[config.mk]
export PLATFORM = sky130hd
export DESIGN_NAME = debounce_edge_detect
export DESIGN_NICKNAME = d
export VERILOG_FILES = /design/src/rtl/debounce_edge_detect.sv
export SDC_FILE = /design/constraint.sdc
export NUM_CORES = 1
export LEC_CHECK = 0
export CELL_PAD_IN_SITES_DETAIL_PLACEMENT = 0
export CELL_PAD_IN_SITES_GLOBAL_PLACEMENT = 1
export CORE_ASPECT_RATIO = 0.6
export CORE_MARGIN = 2
export CORE_UTILIZATION = 42
export CTS_BUF_LIST = sky130_fd_sc_hd__clkbuf_16
export CTS_CLUSTER_SIZE = 40
export DETAILED_ROUTE_END_ITERATION = 10
export HOLD_SLACK_MARGIN = 0.05
export PLACE_DENSITY = 0.86
export SYNTH_ARGS = -nofsm -noshare
export SYNTH_HDL_FRONTEND = slang
export SYNTH_SLANG_ARGS = --single-unit
[constraint.sdc]
create_clock -name inClk -period 2.4 [get_ports inClk]
set_input_delay 0.48 -clock inClk [delete_from_list [all_inputs] [get_ports inClk]]
set_output_delay 0.48 -clock inClk [all_outputs]
set_load 0.02 [all_outputs]
[src/rtl/debounce_edge_detect.sv]
// Debounced edge detector: synchronizes a raw asynchronous input, accepts a level
// change only after STABLE_CYCLES steady samples, and counts accepted edges and glitches.
module debounce_edge_detect #(
   parameter int SYNC_STAGES   = 2,
   parameter int STABLE_CYCLES = 4,
   parameter int CNT_W         = 8
) (
   input  logic             inClk,
   input  logic             inRstN,
   input  logic             inD,
   input  logic             inClr,
   output logic             outQ,
   output logic             outRise,
   output logic             outFall,
   output logic             outBusy,
   output logic [CNT_W-1:0] outEdgeCnt,
   output logic [CNT_W-1:0] outGlitchCnt
);

   localparam int CW = (STABLE_CYCLES > 2) ? $clog2(STABLE_CYCLES) : 1;
   localparam logic [CW-1:0] CNT_LAST = CW'(STABLE_CYCLES - 1);

   typedef enum logic [1:0] {
      LOW    = 2'd0,
      WAIT_H = 2'd1,
      HIGH   = 2'd2,
      WAIT_L = 2'd3
   } state_e;

   logic [SYNC_STAGES-1:0] sync_q, sync_d;
   state_e                 state_q, state_d;
   logic [CW-1:0]          cnt_q, cnt_d;
   logic                   q_q, q_d;
   logic                   rise_q, rise_d;
   logic                   fall_q, fall_d;
   logic                   busy_q, busy_d;
   logic [CNT_W-1:0]       edge_cnt_q, edge_cnt_d;
   logic [CNT_W-1:0]       glitch_cnt_q, glitch_cnt_d;
   logic                   sync_s;
   logic                   edge_inc;
   logic                   glitch_inc;

   always_comb begin
      sync_d     = {sync_q[SYNC_STAGES-2:0], inD};
      sync_s     = sync_q[SYNC_STAGES-1];
      state_d    = state_q;
      cnt_d      = cnt_q;
      q_d        = q_q;
      rise_d     = 1'b0;
      fall_d     = 1'b0;
      edge_inc   = 1'b0;
      glitch_inc = 1'b0;

      case (state_q)
         LOW: begin
            q_d = 1'b0;
            if (sync_s) begin
               state_d = WAIT_H;
               cnt_d   = CW'(1);
            end
         end
         WAIT_H: begin
            if (!sync_s) begin
               state_d    = LOW;
               cnt_d      = '0;
               glitch_inc = 1'b1;
            end else if (cnt_q == CNT_LAST) begin
               state_d  = HIGH;
               cnt_d    = '0;
               q_d      = 1'b1;
               rise_d   = 1'b1;
               edge_inc = 1'b1;
            end else begin
               cnt_d = cnt_q + CW'(1);
            end
         end
         HIGH: begin
            q_d = 1'b1;
            if (!sync_s) begin
               state_d = WAIT_L;
               cnt_d   = CW'(1);
            end
         end
         WAIT_L: begin
            if (sync_s) begin
               state_d    = HIGH;
               cnt_d      = '0;
               glitch_inc = 1'b1;
            end else if (cnt_q == CNT_LAST) begin
               state_d  = LOW;
               cnt_d    = '0;
               q_d      = 1'b0;
               fall_d   = 1'b1;
               edge_inc = 1'b1;
            end else begin
               cnt_d = cnt_q + CW'(1);
            end
         end
         default: begin
            state_d = LOW;
            cnt_d   = '0;
            q_d     = 1'b0;
         end
      endcase

      busy_d = (state_d == WAIT_H) || (state_d == WAIT_L);

      // Clear has priority over a coincident increment; both counters saturate.
      edge_cnt_d   = edge_cnt_q;
      glitch_cnt_d = glitch_cnt_q;
      if (inClr) begin
         edge_cnt_d   = '0;
         glitch_cnt_d = '0;
      end else begin
         if (edge_inc && (edge_cnt_q != '1))
            edge_cnt_d = edge_cnt_q + CNT_W'(1);
         if (glitch_inc && (glitch_cnt_q != '1))
            glitch_cnt_d = glitch_cnt_q + CNT_W'(1);
      end
   end

   always_ff @(posedge inClk) begin
      if (!inRstN) begin
         sync_q       <= '0;
         state_q      <= LOW;
         cnt_q        <= '0;
         q_q          <= 1'b0;
         rise_q       <= 1'b0;
         fall_q       <= 1'b0;
         busy_q       <= 1'b0;
         edge_cnt_q   <= '0;
         glitch_cnt_q <= '0;
      end else begin
         sync_q       <= sync_d;
         state_q      <= state_d;
         cnt_q        <= cnt_d;
         q_q          <= q_d;
         rise_q       <= rise_d;
         fall_q       <= fall_d;
         busy_q       <= busy_d;
         edge_cnt_q   <= edge_cnt_d;
         glitch_cnt_q <= glitch_cnt_d;
      end
   end

   assign outQ         = q_q;
   assign outRise      = rise_q;
   assign outFall      = fall_q;
   assign outBusy      = busy_q;
   assign outEdgeCnt   = edge_cnt_q;
   assign outGlitchCnt = glitch_cnt_q;

endmodule

==> impl_summary.txt <==
----------------------------------------------------
[Cells and area]
  Final Net Count ... 187
  Most common library cell in the layout ignoring fill and taps ... dfxtp_1
  Post-route non-filler standard cell count ... 215
  Finished layout cell area ... 1680 µm²
  Commonest cells after routing, fill and taps aside ... dfxtp_1 (25), clkdlybuf4s50_1 (23), nor2_1 (19)
  Share of layout cells above drive strength 1 ... 6.36%
  Number of fillers in the final layout ... 268
  Number of antenna repair diodes ... 0
  Synthesis-to-layout area growth ... 23.9%
  Final standard cell utilization of the core ... 56.7%

[Synthesis]
  Share of synthesized flip-flops with an asynchronous set or reset ... 0%
  Number of nets in the synthesized netlist ... 165
  Number of unique standard cell types used by synthesis ... 40
  Total of flip-flops plus latches after synthesis ... 25
  Number of synthesized flops with an enable pin ... 0
  Mapped cell area ... 1360 µm²
  Sequential fraction of the synthesis area ... 36.9%
  Gate Count Post-Synth ... 152
  Most common flop cell mapped by yosys ... dfxtp_1
  Post-synthesis area per instance ... 8.93 µm²
  Count of warnings emitted by yosys ... 0

[GRT]
  Global-route met1 utilization ... 24.0%
  Antenna violations before repair ... 0
  Total congestion overflow after global routing ... 0
  Pin count of the biggest net entering global routing ... 16
  Via count of the first global-routing pass ... 1,020
  GRT busiest layer ... met2
  Aggregate global-route resource usage ... 17.4%
  Met2 Track Usage GR ... 27.7%
  First-pass GRT wire length ... 4900 µm
  Global-route met3 utilization ... 4.72%

[Pwr]
  Power Density ... 499 nW/µm²
  Cell Int Power ... 0.666 mW
  Net Sw Frac ... 20.6%
  Register share of total power ... 50.9%
  Leakage ... 0.620 nW
  Clock network fraction of total power ... 43.4%
  Combinational Power Share ... 5.8%
  Net switching power of the design ... 0.173 mW
  Maximum resistive drop on vdd ... 339 µV

[Floorplanning]
  Die area ... 3720 µm²
  Chip Height ... 48.0 µm
  Area of the core ... 2970 µm²
  Die outline width ... 77.4 µm
  Io pins ... 24
  Effective utilization at floorplan ... 45.8%
  Row Count ... 15

[Flow run]
  Max-cap violations ... 0

[Clocking]
  Post-CTS clock slew at the launch and capture registers of the worst setup and hold paths ... 0.06 ns
  Deepest clock path buffer count ... 2
  Number of setup buffers added after CTS ... 0
  Number of clock buffers inserted by TritonCTS ... 3
  Cts repair resizes ... 0
  Total number of H-tree levels ... 1
  CTS tree ... done
  Hold bufs inserted after CTS ... 0
  Clock sink total ... 25
  Skew-Pair Late Insertion Delay ... 0.26 ns
  CTS Root Buffer Type ... clkbuf_16

[STA]
  Final Critical Period ... 1.89 ns
  Sum Neg Setup Slack ... 0 ns
  Setup-violating endpoint count in the final report ... 0
  Number of hold violations in the final report ... 0
  Maximum clock frequency ... 530 MHz
  Setup repair after global routing missed its margin ... no
  Max-slew headroom at the worst pin ... 60.5%
  Final Cycle Share ... 78.6%
  Hold_ws ... 0.441 ns
  Transition at the pin with the smallest max-transition slack ... 0.593 ns
  Final slew viol count ... 0
  Layout Skew ... 0.00254 ns

[Routing]
  Remaining design rule violation count ... 0
  Wire length per cell after detailed routing ... 13.3 µm
  Wirelength, routed ... 2870 µm
  Via Count ... 1,140
  1st-pass router iterations ... 4
  Number of DRC markers after the initial detailed-route iteration ... 47
  Via-per-instance ratio ... 5.30
  Number of routed nets with antenna violations ... 0

[Worst hold path]
  Hold Crit Class ... register to register

[Placed design]
  HPWL Detailed ... 2070 µm
  Placed cell areas ... 1600 µm²
  Number of port buffers ... 23
  Cells after DPL ... 211
  Global placement routability congestion ... 0.828

[Outcome]
  Status ... finished clean

[Worst setup path]
  Critical path buffers and inverters ... 1
  Cell family contributing the most delay on the critical path ... simple AND/OR/NAND/NOR gates
  Endpoint kind of the worst setup timing path ... register
  Worst setup path class ... register to register
  Chain of cells forming the critical path ... inv_1, ha_1, mux2i_1, nor4b_1, a31oi_1, o21a_1
  Required time worst endpoint ... 2.55 ns
  Max stage delay on crit path ... 0.43 ns
  Cell at the slowest stage of the critical path ... nor4b_1
  Crit path arrival time ... 2.04 ns
  Worst Setup Start Kind ... register
  Top fanout value on the critical path ... 10

----------------------------------------------------
==> layout make-up <==
type / count / area [µm²] / area share (%)
clock inverters: 1 / 3.75 / 0.223
multi-input cells: 114 / 790 / 46.9
clock buffers: 3 / 75.1 / 4.46
repair buffers: 24 / 238 / 14.1
inverters: 6 / 22.5 / 1.34
well taps: 42 / 52.6 / 3.13
flip-flops and latches: 25 / 500 / 29.8
==> layer usage <==
layer | vias up | wire [µm]
met4 | 0 | 22
met5 | - | 0
met3 | 4 | 166
met2 | 31 | 1220
li1 | 592 | -
met1 | 513 | 1460
==> power by group through the flow <==
| stage | clock (mW) | combinational [mW] | sequential, mW |
|---|---|---|---|
| after floorplan | 0 | 0.0355 | 0.435 |
| after CTS | 0.376 | 0.0487 | 0.426 |
| after detailed placement | 0 | 0.0483 | 0.436 |
| final | 0.364 | 0.0485 | 0.427 |
| after global placement | 0 | 0.0480 | 0.435 |
| after global routing | 0.390 | 0.0548 | 0.427 |
==> worst register-to-register path, cell delays in order (launching register included) <==
cell,delay (ns)
dfxtp_1,0.37
inv_1,0.12
ha_1,0.37
mux2i_1,0.22
nor4b_1,0.43
a31oi_1,0.14
o21a_1,0.14
==> kinds of logic (layout without fill, tap and decap cells) <==
group                      count (synthesis)  after routing  share of synthesized area [%]
adders and majority gates                  9              9                           8.30
buffers and inverters                     13             34                           4.98
muxes                                     11             11                           8.94
xor gates and xnor gates                   3              3                           1.94
AOI/OAI and AO/OA                         28             28                           15.3
DFF                                       25             25                           36.9
and+or+nand+nor                           63             63                           23.7
==> sequential cells by signal, summed over array words and instances (netlist names) <==
register      flops
cnt_q             2
outEdgeCnt        8
outFall           1
outGlitchCnt      8
outQ              1
outRise           1
state_q           2
sync_q            2
==> through the flow <==
stage	total power, mW	worst slack [ns]
6_report	0.839	0.513
3_3_place_gp	0.483	0.559
3_5_place_dp	0.484	0.549
4_1_cts	0.851	0.483
5_1_grt	0.872	0.288
2_1_floorplan	0.470	0.732
==> cells in the mapped netlist, drive strengths merged (5+ instances only) <==
cell type	instances	share of area, %
a21oi	6	2.2
buf	5	2.8
dfxtp	25	37
ha	9	8.3
inv	6	1.7
mux2i	8	6.2
nand2	10	2.8
nand3	6	2.2
nand4	6	2.8
nor2	19	5.3
nor3	6	2.2
o21ai	5	2.1
==> path summary, 6_finish.rpt <==
check	from	endpoint	slack [ns]	cells after the start
setup reg to reg	state_q[1]	outEdgeCnt[6]	0.51	6
hold / removal	sync_q[0]	sync_q[1]	0.44	1
hold reg to reg	sync_q[0]	sync_q[1]	0.44	1
setup / recovery	state_q[1]	outEdgeCnt[6]	0.51	6
No activity file was read; power rests on OpenSTA's default activity.
